### src/rtl/mistral_pkg.sv
// mistral_pkg: shared MLAB geometry constants, legality check and address type
package mistral_pkg;
    localparam int MLAB_MAX_BITS = 640;
    localparam int MLAB_DEPTHS [2] = '{32, 64};
    typedef logic [5:0] mlab_addr_t;

    function automatic bit mlab_width_ok(input int depth, input int width);
        return (depth == MLAB_DEPTHS[0] && width >= 1 && width <= 20) ||
               (depth == MLAB_DEPTHS[1] && width >= 1 && width <= 10);
    endfunction
endpackage

### src/rtl/mistral_mlab_rdreg.sv
// mistral_mlab_rdreg: MLAB read register with enable, async clear and write-forward mux
module mistral_mlab_rdreg #(
    parameter int WIDTH = 1
) (
    input  logic             CLK1,
    input  logic             ACLR,
    input  logic             en,
    input  logic             fwd,
    input  logic [WIDTH-1:0] rd_word,
    input  logic [WIDTH-1:0] wr_word,
    output logic [WIDTH-1:0] q
);
    always_ff @(posedge CLK1 or posedge ACLR)
        if (ACLR) q <= '0;
        else if (en) q <= fwd ? wr_word : rd_word;
endmodule

### src/rtl/mistral_mlab_ram.sv
// mistral_mlab_ram: Cyclone V MLAB LUT-RAM model, 32xW or 64xW, optional read register
// Define MISTRAL_MLAB_WRITE_FORWARD_EN for new-data reads on same-address collisions.
module mistral_mlab_ram
    import mistral_pkg::*;
#(
    parameter int WIDTH = 1,
    parameter int DEPTH = 32,
    parameter int OUTREG = 0,
    parameter logic [DEPTH*WIDTH-1:0] INIT = '0
) (
    input  logic                     CLK1,
    input  logic                     ACLR,
    input  logic [$clog2(DEPTH)-1:0] A1ADDR,
    input  logic [WIDTH-1:0]         A1DATA,
    input  logic                     A1EN,
    input  logic [$clog2(DEPTH)-1:0] B1ADDR,
    input  logic                     B1EN,
    output logic [WIDTH-1:0]         B1DATA
);
    localparam int AW = $clog2(DEPTH);

    if (!mlab_width_ok(DEPTH, WIDTH) || DEPTH * WIDTH > MLAB_MAX_BITS) begin : g_bad
        $error("mistral_mlab_ram: illegal geometry DEPTH=%0d WIDTH=%0d", DEPTH, WIDTH);
    end

    // The array is never cleared; ACLR only touches the read register.
    logic [DEPTH*WIDTH-1:0] mem = INIT;
    logic [WIDTH-1:0] rd_word;
    logic fwd;

    always_ff @(posedge CLK1)
        for (int i = 0; i < DEPTH; i++)
            if (A1EN && A1ADDR == AW'(i)) mem[i*WIDTH +: WIDTH] <= A1DATA;

    assign rd_word = mem[B1ADDR*WIDTH +: WIDTH];

`ifdef MISTRAL_MLAB_WRITE_FORWARD_EN
    assign fwd = A1EN && A1ADDR == B1ADDR;
`else
    assign fwd = 1'b0;
`endif

    if (OUTREG != 0) begin : g_reg
        mistral_mlab_rdreg #(.WIDTH(WIDTH)) u_rdreg (
            .CLK1(CLK1),
            .ACLR(ACLR),
            .en(B1EN),
            .fwd(fwd),
            .rd_word(rd_word),
            .wr_word(A1DATA),
            .q(B1DATA)
        );
    end else begin : g_async
        logic unused_rd;
        assign unused_rd = B1EN ^ ACLR ^ fwd;
        assign B1DATA = rd_word;
    end
endmodule
### config.mk
export PLATFORM = sky130hd
export DESIGN_NAME = mistral_mlab_ram
export DESIGN_NICKNAME = d
export VERILOG_FILES = /design/src/rtl/mistral_pkg.sv /design/src/rtl/mistral_mlab_rdreg.sv /design/src/rtl/mistral_mlab_ram.sv
export SDC_FILE = /design/constraint.sdc
export NUM_CORES = 1
export LEC_CHECK = 0
export ABC_AREA = 1
export CAP_MARGIN = 20
export CORE_MARGIN = 5
export CORE_UTILIZATION = 40
export DETAILED_ROUTE_END_ITERATION = 12
export PLACE_DENSITY = 0.59
export SLEW_MARGIN = 10
export SYNTH_ARGS = -nofsm -noshare
export SYNTH_HDL_FRONTEND = slang
export SYNTH_SLANG_ARGS = --single-unit
### constraint.sdc
create_clock -name CLK1 -period 1.85 [get_ports CLK1]
set_clock_uncertainty 0.2 [all_clocks]
set_input_delay 0.37 -clock CLK1 [delete_from_list [all_inputs] [get_ports CLK1]]
set_output_delay 0.37 -clock CLK1 [all_outputs]
set_load 0.02 [all_outputs]
# Word level (Yosys, flattened, before mapping)
# Cells that the tools add are included.
totals:
  reg_bits: 32
  inputBits: 15
  output_inout_bits: 1
  wordCells: 97
classes:
  n_eq_ne: 31
  shift: 1
  reduce_logical: 33
ops:
  columns: ["cell", "n"]
  rows:
  - ["$eq A5 B5 Y1 const B", 16]
  - ["$eq A5 B4 Y1 const B", 8]
  - ["$logic_and A1 B1 Y1", 32]
  - ["$shiftx A32 B6 Y1", 1]
  - ["$eq A5 B3 Y1 const B", 4]
  - ["$eq A5 B2 Y1 const B", 2]
  - ["$eq A5 B1 Y1 const B", 1]
  - ["$logic_not A5 Y1", 1]

# Longest topological paths before layout
# Gate-level depths: netlist of run 1.
logic_depth:
  word_depth: 2
  depth_mapped: 11
  depth_no_buf: 9

# Worst setup path after synthesis of run 1
# No wires, ideal clock.
synth_timing:
  path_type: "in2out"
  from: "input B1ADDR[0]"
  to: "output B1DATA"
  arrival_time_ns: 1.160
  required_ns: 1.280
  setup_slack_ns: 0.120
  path_stages: 11
  n_path_buf: 2
  cell_sequence: "buf_6 -> inv_6 -> buf_12 -> nand2_2 -> nand3_1 -> nand3_1 -> nand2_1 -> nand2_1 -> nand2_1 -> nand2_1 -> nand2_1"
synth_via:
  elab_chain_cells: 1
synth_lines:
  columns: ["item", "line", "source"]
  rows:
  - ["start: declaration", "mistral_mlab_ram.sv:16", "input logic [$clog2(DEPTH)-1:0] B1ADDR,"]
  - ["$shiftx A32 B6 Y1", "mistral_mlab_ram.sv:35", "assign rd_word = mem[B1ADDR*WIDTH +: WIDTH];"]
  - ["end: declaration", "mistral_mlab_ram.sv:18", "output logic [WIDTH-1:0] B1DATA"]
# Every way passes these cells.

# Final worst setup path of run 1
layout_timing:
  from: "register mem[25]"
  to: "output B1DATA"
layout_via:
  elab_chain_cells: 1
layout_lines:
  columns: ["item", "line", "source"]
  rows:
  - ["start: declaration", "mistral_mlab_ram.sv:27", "logic [DEPTH*WIDTH-1:0] mem = INIT;"]
  - ["start signal: indexed assignment", "mistral_mlab_ram.sv:33", "if (A1EN && A1ADDR == AW'(i)) mem[i*WIDTH +: WIDTH] <= A1DATA;"]
  - ["$shiftx A32 B6 Y1", "mistral_mlab_ram.sv:35", null]
# Every way passes these cells.

==> flow_metrics.tcl, run 1 <==
set metrics [dict create \
    hold_buffers 0 \
    synthAdderAreaFrac_pct 0 \
    antenna_cells 0 \
    relSlewSlack_pct 78.9 \
    num_vias 1222 \
    tritoncts "built" \
    drv_slew 0 \
    cp_cell_sequence "nand2_2 -> nand3_1 -> nand3_2 -> nand2_1 -> nand2_1 -> nand2_1 -> nand2_1 -> nand2_1 -> buf_6" \
    via_per_inst 4.85 \
    antenna_found_initial 0 \
    largest_register "mem" \
    ant_nets 0 \
    end_kind "output port" \
    synth_top_area_share_pct 60.5 \
    clkSlewWorstSetupHoldPaths_ps 60 \
    syn-num-nets 192 \
    track_usage_pct 14.2 \
    setup_slack_ps -41.1 \
    die-area_mm2 0.00533 \
    rows 23 \
    slowest_stage "edfxtp_1" \
    ys_warn_count 0 \
    die_h_um 73.0 \
    initial_core_util_pct 40.6 \
    fin_setup_tns_ps -41.1 \
    port-buffer-count 13 \
    arrival_ps 1320 \
    place_hpwl_mm 2.38 \
    critical_path_class "reg -> out" \
    critical_path_required_ps 1280 \
    fin_util_pct 52.4 \
    first_pass_iters 4 \
    syn_area_mm2 0.00159 \
    fin_crit_sh_pct 102 \
    dp_slack_ps -944 \
    top_regs "mem: 32 flops" \
    final_cell_mix "nand2_1 (49), nor2_1 (38), edfxtp_1 (32)" \
    maxCapViolations 0 \
    crit_top_cell "nand2_1" \
    cts_setup_buffers 0 \
    syn2layout_area_growth_pct 29.2 \
    yosys.area.top_type "edfxtp_1" \
    setup_viol 1 \
    grt_max_degree 33 \
    synth_compound_area_share_pct 0 \
    start_kind "flip-flop" \
    rsz0062_at_grt "true" \
    drcViolationCount 0 \
    postSynthAreaPerCell_um2 8.97 \
    synth_cell_types 12 \
    p_leak_nw 0.801 \
    core_area_mm2 0.00391 \
    ys_seq_elements 32 \
    worstMarginPinSlew_ps 316 \
    synth-xor-area-share_pct 0 \
    gp_congestion 0.781 \
    synthTopCellsByArea "edfxtp_1 (61%), nand2_1 (14%), nor2_1 (9.0%)" \
    fp.dieW_um 73.0 \
    yosysSeqAreaShare_pct 60.5 \
    status "complete, but fails checks" \
    crit_fanout 1 \
    cts_sinks 32 \
    min_period_ps 1890 \
    final_common_cell "nand2_1" \
    startpoint "mem[25]" \
    largest_reg_flops 32 \
    clockBufferDepth 2 \
    num-nets-final 217 \
    violations "setup timing" \
    power_density_mw_per_mm2 728 \
    netlist_instances 177 \
    min_path_type "in -> reg" \
    synth_top_family_by_area "simple AND/OR/NAND/NOR gates" \
    fmax_mhz 529 \
    ios 16 \
    critPathTopFamily "simple AND/OR/NAND/NOR gates" \
    min-delay-start "A1DATA" \
    grt_overflow_total 0 \
    first_iter_violations 36 \
    ir_drop_mv 0.473 \
    wirelength_mm 3.31 \
    grt_pass1_wl_mm 5.44 \
    cpPeakStageDelay_ps 400 \
    ctsHtreeMaxLevel 2 \
    grt_pass1_vias 1180 \
    yosys.area_share.simple_pct 32.9 \
    critPathBufInv 1 \
    cts_buffers 5 \
    drive_above_1_share_pct 21.8 \
    clock-root-buffer "clkbuf_8" \
    synthMuxAreaShare_pct 0 \
    hold_viol_final 0 \
    nFillCells 374 \
    wl_per_cell_um 13.1 \
]
[per-layer routing]
| metal | track usage (%) | vias to the layer above | routed length (µm) |
|---|---|---|---|
| met5 | 0 | - | 0 |
| met4 | 7.99 | 0 | 72 |
| met3 | 2.89 | 9 | 179 |
| met2 | 24.3 | 25 | 1670 |
| met1 | 16.3 | 566 | 1390 |
| li1 | - | 622 | - |
[cell usage after synthesis (all sizes together)]
master and n:
edfxtp 32, nor2 38, inv 12, nand2 65, nand3 24, buf 4, clkbuf 2
[kinds of logic (layout without fill, tap and decap cells)]
| family | count (synthesis) | in the layout |
|---|---|---|
| buf+inv | 18 | 43 |
| flops | 32 | 32 |
| simple gates | 127 | 127 |
[report_power, final]
part / leakage (nW) / total [W] / switching, W / internal, W
combinational: 0.474 / 0.000202 / 0.000111 / 0.0000916
sequential: 0.288 / 0.000810 / 0.00000310 / 0.000807
clock: 0.0391 / 0.000480 / 0.000233 / 0.000247
[final cells by class]
class                      count  area [µm²]  area share, %
sequential                    32         961           46.9
tap                           50        62.6           3.05
timing repair inverter         1        16.3          0.793
timing repair buffer          23         293           14.3
clock buffer                   5        68.8           3.36
inverter                      12        60.1           2.93
clock inverter                 2        7.51          0.366
multi-input combinational    127         582           28.4
[worst paths after layout]
check	slack, ps	depth (start not counted)	to
max	-40	9	B1DATA
min	690	2	mem[2]
[through the flow]
step | cell area (µm²) | total power (W) | cells | hold WS [ps]
2_1_floorplan | 1590 | 0.000916 | 177 | 269
3_3_place_gp | 1820 | 0.000992 | 242 | 987
3_5_place_dp | 1820 | 0.000995 | 242 | 1000
4_1_cts | 2010 | 0.00150 | 252 | 698
5_1_grt | 2050 | 0.00154 | 252 | 722
6_report | 2050 | 0.00149 | 252 | 692
[what timing repair did]
item,CTS,global route
gates resized for setup,31,12
setup endpoints to repair,1,1
pin swaps,19,20
cloned,3,0
(Power assumes the default switching activity.)
==> run 2, diff against run 1 <==
CAP_MARGIN = default   (was 20)
CORE_MARGIN = 2   (was 5)
==> flow_metrics.tcl, run 2 (synthesis results as in run 1) <==
set metrics [dict create \
    grt_overflow_total 0 \
    tritoncts "built" \
    slowest_stage "edfxtp_1" \
    switching_power_w 0.000354 \
    min_path_type "in -> reg" \
    sw_frac_of_total_pct 23.5 \
    drcViolationCount 0 \
    critical_path_required_ps 1280 \
    seq_power_share_pct 53.6 \
    startpoint "mem[25]" \
    syn2layout_area_growth_pct 26.9 \
    fp.dieW_um 67.0 \
    nFillCells 349 \
    hold_viol_final 0 \
    critical_path_class "reg -> out" \
    setup_viol 1 \
    track_usage_pct 17.6 \
    crit_fanout 1 \
    regArea_um2 961 \
    first_pass_iters 4 \
    largest_register "mem" \
    critPathTopFamily "simple AND/OR/NAND/NOR gates" \
    ir_drop_mv 0.415 \
    min-delay-start "A1DATA" \
    violations "setup timing" \
    wl_per_cell_um 14.4 \
    clock-root-buffer "clkbuf_8" \
    ios 16 \
    rows 22 \
    rsz0062_at_grt "true" \
    arrival_ps 1330 \
    cts_buffers 5 \
    drv_slew 0 \
    final_cell_mix "nand2_1 (51), nor2_1 (38), edfxtp_1 (32)" \
    grt_max_degree 33 \
    intPower_w 0.00116 \
    fin_area_mm2 0.00201 \
    port-buffer-count 13 \
    num_vias 1284 \
    holdWs_ps 708 \
    multi_input_area_um2 572 \
    num-nets-final 216 \
    cp_cell_sequence "nand2_1 -> nand3_2 -> nand3_1 -> nand2_1 -> nand2_1 -> nand2_1 -> nand2_1 -> nand2_1 -> buf_6" \
    status "complete, but fails checks" \
    grt_pass1_vias 1199 \
    ant_nets 0 \
    die-area_mm2 0.00449 \
    power_density_mw_per_mm2 750 \
    min_period_ps 1900 \
    via_per_inst 5.14 \
    setup_slack_ps -52.1 \
    place_area_mm2 0.00181 \
    clockBufferDepth 2 \
    critPathBufInv 1 \
    drive_above_1_share_pct 19.3 \
    start_kind "flip-flop" \
    place_hpwl_mm 2.47 \
    clkSlewWorstSetupHoldPaths_ps 60 \
    wirelength_mm 3.60 \
    first_iter_violations 98 \
    cpPeakStageDelay_ps 360 \
    crit_top_cell "nand2_1" \
    maxCapViolations 0 \
    core_area_mm2 0.00374 \
    relSlewSlack_pct 79.3 \
    cts_setup_buffers 0 \
    final_common_cell "nand2_1" \
    worstMarginPinSlew_ps 310 \
    end_kind "output port" \
    antenna_cells 0 \
    largest_reg_flops 32 \
    fin_setup_tns_ps -52.1 \
    die_h_um 67.0 \
    p_leak_nw 0.791 \
    gp_congestion 0.904 \
    fmax_mhz 526 \
    p_clk_share_pct 33.2 \
    antenna_found_initial 0 \
    fin_crit_sh_pct 103 \
    ctsHtreeMaxLevel 2 \
    top_regs "mem: 32 flops" \
    initial_core_util_pct 42.4 \
    grt_pass1_wl_mm 5.66 \
    pwr-share-comb_pct 13.2 \
    cts_sinks 32 \
]
[run 2: worst paths after layout]
check	endpoint	slack, ps	cells after the start
hold / removal	mem[18]	710	2
setup / recovery	B1DATA	-50	9
[run 2: layout make-up]
| type | count | area share [%] |
|---|---|---|
| clock buffer | 7 | 3.79 |
| clock inverter | 1 | 0.186 |
| inverter | 12 | 2.86 |
| multi-input combinational | 127 | 28.4 |
| sequential | 32 | 47.7 |
| tap | 48 | 2.98 |
| timing repair buffer | 22 | 13.7 |
| timing repair inverter | 1 | 0.435 |
[run 2: routing by layer]
metal / global-route usage, % / share of wire, % / vias to the layer above
li1: - / - / 630
met1: 23.1 / 44 / 601
met2: 28.8 / 48 / 45
met3: 3.55 / 5.4 / 8
met4: 6.38 / 2.2 / 0
met5: 0 / 0 / -
[run 2: through the flow]
stage	setup slack [ps]	cells	utilization (%)	power [W]
after floorplan	120	177	-	0.000916
after global placement	-915	239	48.4	0.000989
after detailed placement	-934	239	48.4	0.000995
after CTS	-50.7	250	53.7	0.00152
after global routing	-144	250	53.8	0.00157
final	-52.1	250	53.8	0.00151
[run 2: power groups by stage]
stage	Sequential (W)	Clock, W	Combinational (W)
after floorplan	0.000824	0	0.0000920
after global placement	0.000825	0	0.000164
after detailed placement	0.000825	0	0.000170
after CTS	0.000810	0.000509	0.000196
after global routing	0.000810	0.000544	0.000217
final	0.000810	0.000501	0.000199
[run 2: what timing repair did]
item / in CTS / in global routing
hold buffers: 0 / 0
gates resized for setup: 32 / 3
pin swaps: 20 / 2
endpoints found under the setup margin: 1 / 1
cloned: 3 / 0
==> run 3, diff against run 2 <==
CTS_CLUSTER_SIZE = 28   (was default)
GPL_TIMING_DRIVEN = 0   (was default)
==> flow_metrics.tcl, run 3 (synthesis results as in run 1) <==
set metrics [dict create \
    antenna_found_initial 0 \
    fmax_mhz 528 \
    critPathBufInv 4 \
    rsz0062_at_grt "true" \
    port-buffer-count 11 \
    fp.dieW_um 67.0 \
    hold_viol_final 0 \
    critical_path_class "in -> out" \
    ant_nets 0 \
    worstMarginPinSlew_ps 964 \
    min-delay-start "A1ADDR[4]" \
    track_usage_pct 15.9 \
    num-nets-final 211 \
    start_kind "input pin" \
    power_density_mw_per_mm2 829 \
    drcViolationCount 0 \
    grt_pass1_wl_mm 5.13 \
    ios 16 \
    die-area_mm2 0.00449 \
    min_path_type "in -> reg" \
    drive_above_1_share_pct 15.7 \
    path_depth 12 \
    top_usage_layer "met2" \
    first_iter_violations 42 \
    nFillCells 401 \
    final_cell_mix "nand2_1 (59), nor2_1 (38), edfxtp_1 (32)" \
    ctsHtreeMaxLevel 2 \
    gp_congestion 0.761 \
    clkSlewWorstSetupHoldPaths_ps 60 \
    p_leak_nw 0.757 \
    ir_drop_mv 0.529 \
    wirelength_mm 3.23 \
    critical_path_required_ps 1280 \
    fin_crit_sh_pct 102 \
    grt_use_met2_pct 26.4 \
    syn2layout_area_growth_pct 22.5 \
    setup_slack_ps -43.9 \
    die_h_um 67.0 \
    clockBufferDepth 2 \
    drv_slew 0 \
    arrival_ps 1320 \
    hold_buffers 0 \
    end_kind "output port" \
    clock-root-buffer "clkbuf_8" \
    met1_usage_pct 19.5 \
    grt_pass1_vias 1145 \
    core_area_mm2 0.00374 \
    initial_core_util_pct 42.4 \
    first_pass_iters 6 \
    min_path_cells 3 \
    fin_setup_tns_ps -43.9 \
    grt_max_degree 33 \
    p_total_w 0.00161 \
    maxCapViolations 0 \
    crit_top_cell "nand2_1" \
    place_hpwl_mm 2.22 \
    crit_fanout 8 \
    num_vias 1177 \
    cts_sinks 32 \
    largest_register "mem" \
    grt_overflow_total 0 \
    rows 22 \
    via_per_inst 4.80 \
    relSlewSlack_pct 35.5 \
    antenna_cells 0 \
    violations "setup timing" \
    largest_reg_flops 32 \
    holdPathEnd "mem[29]" \
    cpPeakStageDelay_ps 160 \
    use_met3_pct 4.56 \
    cts_setup_buffers 0 \
    top_regs "mem: 32 flops" \
    status "complete, but fails checks" \
    tritoncts "built" \
    min_period_ps 1890 \
    critPathTopFamily "simple AND/OR/NAND/NOR gates" \
    wl_per_cell_um 13.2 \
    final_common_cell "nand2_1" \
    setup_viol 1 \
    slowest_stage "clkbuf_16" \
    cp_cell_sequence "buf_12 -> clkinv_8 -> clkbuf_16 -> nand2_2 -> nand3_1 -> nand3_1 -> nand2_1 -> nand2_1 -> nand2_1 -> nand2_1 -> nand2_1 -> buf_6" \
    cts_buffers 5 \
]
[run 3: cell count changes in the layout (fill, tap and decap cells not counted), moves of 2 or more]
cell      delta
nand2_1      +8
clkbuf_1     -2
nand3_2      +2
buf_16       -2
clkbuf_2     +2
nand2_2      -7
buf_4        -3
nand3_1      -2
[run 3: report_power, final]
group / switching (W) / internal [W]
sequential: 0.00000221 / 0.000807
combinational: 0.000105 / 0.0000703
clock: 0.000235 / 0.000391
total: 0.000343 / 0.00127
[run 3: worst min-delay path: cells and delay by family]
family,cells,cell delay (ps)
and+or+nand+nor,2,300
buffers and inverters,1,420
[run 3: stage by stage]
| step | std cells | hold slack [ps] | worst slack [ps] | utilization (%) | instance area, µm² |
|---|---|---|---|---|---|
| 2_1_floorplan | 177 | 269 | 120 | - | 1590 |
| 3_3_place_gp | 236 | 1030 | -712 | 47.0 | 1760 |
| 3_5_place_dp | 236 | 1050 | -756 | 47.0 | 1760 |
| 4_1_cts | 244 | 751 | -37.6 | 49.9 | 1870 |
| 5_1_grt | 245 | 779 | -135 | 51.9 | 1940 |
| 6_report | 245 | 766 | -43.9 | 51.9 | 1940 |
[run 3: how the worst max path moves through the flow]
| stage | start | endpoint | slack, ps |
|---|---|---|---|
| after detailed placement | B1ADDR[2] | B1DATA | -760 |
| after CTS | mem[12] | B1DATA | -40 |
| final | B1ADDR[0] | B1DATA | -40 |
| after global placement | B1ADDR[2] | B1DATA | -710 |
| after floorplan | B1ADDR[0] | B1DATA | 120 |
| after global routing | mem[12] | B1DATA | -140 |
[run 3: layer usage]
layer  routed length [µm]  part of all wire, %
met4                   49                  1.5
met5                    0                    0
met2                 1570                   49
met3                  140                  4.3
met1                 1470                   45
[run 3: timing repair]
item / in CTS / in global routing
pin swaps: 4 / 15
endpoints found under the setup margin: 1 / 12
cloned: 0 / 1
resized for setup: 9 / 18
[run 3: layout make-up]
cell class	count	area, µm²	area share (%)
buffer	6	68.8	3.54
tap	48	60.1	3.09
inverter	12	60.1	3.09
timing repair buffer	12	131	6.76
clock buffer	5	68.8	3.54
sequential	32	961	49.4
clock inverter	3	37.5	1.93
multi-input combinational	127	557	28.6
